==> config.mk <==
export PLATFORM = sky130hd
export DESIGN_NAME = adder_share_arb
export DESIGN_NICKNAME = d
export VERILOG_FILES = /design/src/rtl/adder_share_arb.sv
export SDC_FILE = /design/constraint.sdc
export NUM_CORES = 1
export LEC_CHECK = 0
export CORE_MARGIN = 2
export CORE_UTILIZATION = 51
export DETAILED_ROUTE_END_ITERATION = 16
export MAX_ROUTING_LAYER = met4
export PLACE_DENSITY_LB_ADDON = 0.2
export SLEW_MARGIN = 10
export SYNTH_ARGS = -nofsm -noshare
export SYNTH_HDL_FRONTEND = slang
export SYNTH_SLANG_ARGS = --single-unit
==> constraint.sdc <==
create_clock -name clk -period 2.74 [get_ports clk]
set_clock_uncertainty 0.1 [all_clocks]
set_input_delay 0.548 -clock clk [delete_from_list [all_inputs] [get_ports clk]]
set_output_delay 0.548 -clock clk [all_outputs]
set_load 0.005 [all_outputs]
==> src/rtl/adder_share_arb.sv <==
// Round-robin arbiter sharing one 3-bit ripple-carry adder among NREQ requesters.
// Define ADDER_ARB_STATS_EN to add the op_count/drop_count statistics outputs.
module adder_share_arb #(
    parameter int unsigned NREQ     = 4,
    parameter int unsigned ID_W     = $clog2(NREQ),
    parameter int unsigned MAX_WAIT = 1000
) (
    input  logic              clk,
    input  logic              rst,
    input  logic [NREQ-1:0]   req,
    input  logic [3*NREQ-1:0] a_in,
    input  logic [3*NREQ-1:0] b_in,
    input  logic [NREQ-1:0]   cin_in,
    output logic [NREQ-1:0]   gnt,
    output logic              busy,
    output logic              res_valid,
    output logic [2:0]        res_sum,
    output logic              res_cout,
    output logic [ID_W-1:0]   res_id,
    input  logic              res_ready,
`ifdef ADDER_ARB_STATS_EN
    output logic [15:0]       op_count,
    output logic [7:0]        drop_count,
`endif
    output logic              drop
);

    typedef enum logic [1:0] {StIdle, StExec, StResp} state_e;

    state_e          state_q, state_d;
    logic [ID_W-1:0] ptr_q, ptr_d;
    logic [2:0]      opa_q, opa_d, opb_q, opb_d;
    logic            opc_q, opc_d;
    logic [NREQ-1:0] gnt_q, gnt_d;
    logic            res_valid_q, res_valid_d;
    logic [2:0]      res_sum_q, res_sum_d;
    logic            res_cout_q, res_cout_d;
    logic [ID_W-1:0] res_id_q, res_id_d;
    logic            drop_q, drop_d;
    logic [9:0]      wait_q, wait_d;

    logic [2:0] a_arr [NREQ];
    logic [2:0] b_arr [NREQ];

    for (genvar g = 0; g < NREQ; g++) begin : g_unpack
        assign a_arr[g] = a_in[3*g+2 -: 3];
        assign b_arr[g] = b_in[3*g+2 -: 3];
    end

    // Rotate requests so bit k belongs to requester (ptr+1+k) mod NREQ.
    logic [2*NREQ-1:0] req_rot;
    logic              win_found;
    int unsigned       win_int;
    logic [ID_W-1:0]   win_idx;

    always_comb begin
        req_rot   = {req, req} >> (32'(ptr_q) + 32'd1);
        win_found = 1'b0;
        win_int   = 0;
        for (int unsigned k = 0; k < NREQ; k++) begin
            if (!win_found && req_rot[k]) begin
                win_found = 1'b1;
                win_int   = (32'(ptr_q) + 32'd1 + k) % NREQ;
            end
        end
        win_idx = win_int[ID_W-1:0];
    end

    // Shared 3-bit ripple-carry adder on the captured operands.
    logic [2:0] add_sum;
    logic       carry;

    always_comb begin
        add_sum = '0;
        carry   = opc_q;
        for (int i = 0; i < 3; i++) begin
            add_sum[i] = opa_q[i] ^ opb_q[i] ^ carry;
            carry      = (opa_q[i] & opb_q[i]) | (carry & (opa_q[i] ^ opb_q[i]));
        end
    end

    always_comb begin
        state_d     = state_q;
        ptr_d       = ptr_q;
        opa_d       = opa_q;
        opb_d       = opb_q;
        opc_d       = opc_q;
        gnt_d       = '0;
        drop_d      = 1'b0;
        res_valid_d = res_valid_q;
        res_sum_d   = res_sum_q;
        res_cout_d  = res_cout_q;
        res_id_d    = res_id_q;
        wait_d      = wait_q;
        unique case (state_q)
            StIdle: begin
                if (win_found) begin
                    ptr_d   = win_idx;
                    opa_d   = a_arr[win_idx];
                    opb_d   = b_arr[win_idx];
                    opc_d   = cin_in[win_idx];
                    gnt_d   = NREQ'(1) << win_idx;
                    state_d = StExec;
                end
            end
            StExec: begin
                res_sum_d   = add_sum;
                res_cout_d  = carry;
                res_id_d    = ptr_q;
                res_valid_d = 1'b1;
                wait_d      = '0;
                state_d     = StResp;
            end
            StResp: begin
                // Acceptance wins over the watchdog in the same cycle.
                if (res_valid_q && res_ready) begin
                    res_valid_d = 1'b0;
                    state_d     = StIdle;
                end else if (wait_q == 10'(MAX_WAIT - 1)) begin
                    res_valid_d = 1'b0;
                    drop_d      = 1'b1;
                    state_d     = StIdle;
                end else begin
                    wait_d = wait_q + 10'd1;
                end
            end
            default: state_d = StIdle;
        endcase
    end

    always_ff @(posedge clk) begin
        if (!rst) begin
            state_q     <= StIdle;
            ptr_q       <= ID_W'(NREQ - 1);
            opa_q       <= '0;
            opb_q       <= '0;
            opc_q       <= 1'b0;
            gnt_q       <= '0;
            res_valid_q <= 1'b0;
            res_sum_q   <= '0;
            res_cout_q  <= 1'b0;
            res_id_q    <= '0;
            drop_q      <= 1'b0;
            wait_q      <= '0;
        end else begin
            state_q     <= state_d;
            ptr_q       <= ptr_d;
            opa_q       <= opa_d;
            opb_q       <= opb_d;
            opc_q       <= opc_d;
            gnt_q       <= gnt_d;
            res_valid_q <= res_valid_d;
            res_sum_q   <= res_sum_d;
            res_cout_q  <= res_cout_d;
            res_id_q    <= res_id_d;
            drop_q      <= drop_d;
            wait_q      <= wait_d;
        end
    end

    assign gnt       = gnt_q;
    assign busy      = (state_q != StIdle);
    assign res_valid = res_valid_q;
    assign res_sum   = res_sum_q;
    assign res_cout  = res_cout_q;
    assign res_id    = res_id_q;
    assign drop      = drop_q;

`ifdef ADDER_ARB_STATS_EN
    logic [15:0] op_count_q;
    logic [7:0]  drop_count_q;
    logic        handshake;

    assign handshake = (state_q == StResp) && res_valid_q && res_ready;

    always_ff @(posedge clk) begin
        if (!rst) begin
            op_count_q   <= '0;
            drop_count_q <= '0;
        end else begin
            if (handshake && op_count_q != 16'hFFFF) begin
                op_count_q <= op_count_q + 16'd1;
            end
            if (drop_d && drop_count_q != 8'hFF) begin
                drop_count_q <= drop_count_q + 8'd1;
            end
        end
    end

    assign op_count   = op_count_q;
    assign drop_count = drop_count_q;
`endif

endmodule

==> results.md <==
* Violation count after the first detailed-routing iteration at 65
* DRT antenna net count at 0
* Final HPWL DP at 2990 um
* Layout Area Growth over Synthesis at 36.3%
* I/O pins at 48
* Post-synthesis async set-or-reset flop share at 0%
* Clock Tree Root: clkbuf_4
* Global-route wire length before repair at 6520 um
* Pre-CTS setup slack at 0.0881 ns
* Final setup violating endpoints at 0
* Crit Path Class: in2reg
* Setup slack after layout at 0.438 ns
* PortBufs at 47
* Pin count of the biggest net entering global routing at 12
* Mapped Cells at 197
* Total grt overflow at 0
* Worst Tran Pin Value at 0.630 ns
* Reg clk slew, reported paths at 0.10 ns
* Req. time, crit path at 2.90 ns
* Fraction of layout cells with a size suffix above 1 at 6.75%
* CP max FO at 9
* Ys flop type: dfxtp_1
* Initial Util at 52.9%
* Final cell count without fillers at 298
* Syn avg cell area at 8.97 um^2
* Die area at 3950 um^2
* Slowest CP cell: clkdlybuf4s50_1
* Fillers at 274
* CTS buffer count at 5
* Area contributors post-synth: dfxtp_1 (37%), mux2i_1 (6.8%), ha_1 (4.2%), o21ai_0 (4.0%), nor2_1 (3.8%)
* Max Clk Rate at 434 MHz
* TritonCTS clock tree: yes
* Leak Pwr at 0.876 nW
* Fin. Hold Viols at 0
* Max Cap Viol at 0
* Max Transition Viols Final at 0
* Routed length per instance at 12.7 um
* All-layer global routing usage at 21.3%
* CTS max path bufs at 2
* Cell family with most CP delay: compound AO/OA/AOI/OAI gates
* Worst path cell trace: clkdlybuf4s50_1 -> nor2b_1 -> or3b_1 -> a211oi_2 -> o21ai_0 -> o211ai_1
* Outcome: complete, no violations
* Dpl cell area at 2310 um^2
* DRT Pass-1 Iters at 4
* Fin crit share at 84.0%
* PostCTS Resize Cnt at 0
* Area of the multi-input gates at 1030 um^2
* Via density at 5.35
* RSZ-0062 raised after global routing: no
* GR Layer Usage met3 at 4.86%
* Maximum level of the CTS H-tree at 2
* TNS Setup at 0 ns
* Worst Path Buf+Inv at 1
* FF+latch area at 661 um^2
* Worst setup EP type: flop
* Placed insts at 290
* Syn_nets at 241
* CP Launch Type: input port
* DRC at 0
* Count leader, synth: dfxtp_1
* Met2 usage at 35.8%
* # diodes at 0
* Max stage delay on crit path at 0.48 ns
* Postcts setup bufs at 0
* Clock sinks at 33
* EDFF count, synth at 0
* Core Area at 3340 um^2
* Final #Nets at 295
* WP data arrival at 2.46 ns
* Total Wirelength at 3780 um
* Netlist Area Pre-Place at 1770 um^2
* Row cnt at 21
* Post-synthesis sequential area ratio at 37.4%
* Routing usage on met1 at 24.7%
* Grt peak-use layer: met2
* Slew margin rel. at 58.0%
* Top cell type's share of synthesized area at 37.4%
* Die X-Extent at 62.9 um
* Tot Pwr at 1.52 mW
* HP Class: reg2reg
* Initial antenna violation count at 0
* Routed via count at 1595
* Yosys reg bits at 33
* Tmin final at 2.30 ns
* PwrDens at 631 nW/um^2
* Cell area after layout at 2410 um^2
* Die Y-Extent at 62.9 um
* Yosys warns at 0
* Cts hold-fix bufs at 0
* Peak supply drop at 0.000340 V
* Synth area leader: dfxtp_1
* Yosys cell types at 36
* Clock latency on the worst-skew pair at 0.33 ns
* Gpl congestion at 0.822
* Vias in the first global route at 1543
* Post-synth top cells: dfxtp_1 (33), nor2_1 (18), nand2_1 (15)
[power by group]
| part | internal (mW) | switching (mW) |
|---|---|---|
| logic | 0.247 | 0.229 |
| clock network | 0.282 | 0.170 |
| registers | 0.547 | 0.0444 |
[placed cells by master, fill, tap and decap left out, drive strengths merged, types with 4 or more instances in the layout]
cell type      synthesis  final
a211oi                 4      4
a21oi                  5      5
and4                   7      7
buf                    1      4
clkbuf                 3      5
clkdlybuf4s50          0     47
dfxtp                 33     33
ha                     6      6
inv                   14     14
mux2i                 12     12
nand2                 15     15
nand2b                 5      5
nand3                  5      5
nor2                  18     18
nor2b                  4      4
nor3                   5      5
o211ai                 9      9
o21ai                 14     14
o31a                   7      7
xnor2                  5      5
[final timing paths]
path	endpoint	depth (start not counted)	slack, ns	startpoint
setup / recovery	opb_q[1]	6	0.44	req[3]
hold / removal	opc_q	2	0.39	opc_q
setup reg to reg	state_q[1]	6	0.76	wait_q[0]
hold reg to reg	opc_q	2	0.39	opc_q
[logic make-up after synthesis]
| kind of cell | synth area share [%] |
|---|---|
| compound gates | 18.8 |
| xor+xnor | 2.48 |
| fa+ha+maj | 7.65 |
| buf+inv | 4.25 |
| flops | 37.4 |
| mux | 6.80 |
| simple gates | 22.7 |
[flip-flops by register name, summed over array words and instances (netlist names)]
signal / flops
wait_q: 10
gnt: 4
opa_q: 3
opb_q: 3
res_sum: 3
ptr_q: 2
res_id: 2
state_q: 2
drop: 1
opc_q: 1
res_cout: 1
res_valid: 1
[worst min-delay path, delay by kind of cell, from the launching register on]
family | cells | cell delay [ns]
DFF | 1 | 0.34
and+or+nand+nor | 1 | 0.05
AOI/OAI and AO/OA | 1 | 0.07
[layout make-up]
cell class | instances | area share (%)
multi-input cells | 145 | 42.8
flip-flops and latches | 33 | 27.4
repair buffers | 51 | 20.8
clock inverters | 3 | 2.70
well taps | 46 | 2.39
inverters | 15 | 2.34
clock buffers | 5 | 1.56
[per-stage QoR]
stage | util, % | hold WS [ns]
global route | 72.2 | 0.425
detailed placement | 69.1 | 0.362
floorplan | - | 0.343
finish | 72.2 | 0.385
CTS | 72.2 | 0.386
global placement | 69.1 | 0.355
[routing by layer]
metal  up-vias  part of all wire, %
met4         0                  1.7
li1        817                    -
met2        38                   50
met3         6                  4.0
met5         -                    0
met1       734                   44
(Power assumes the default switching activity.)
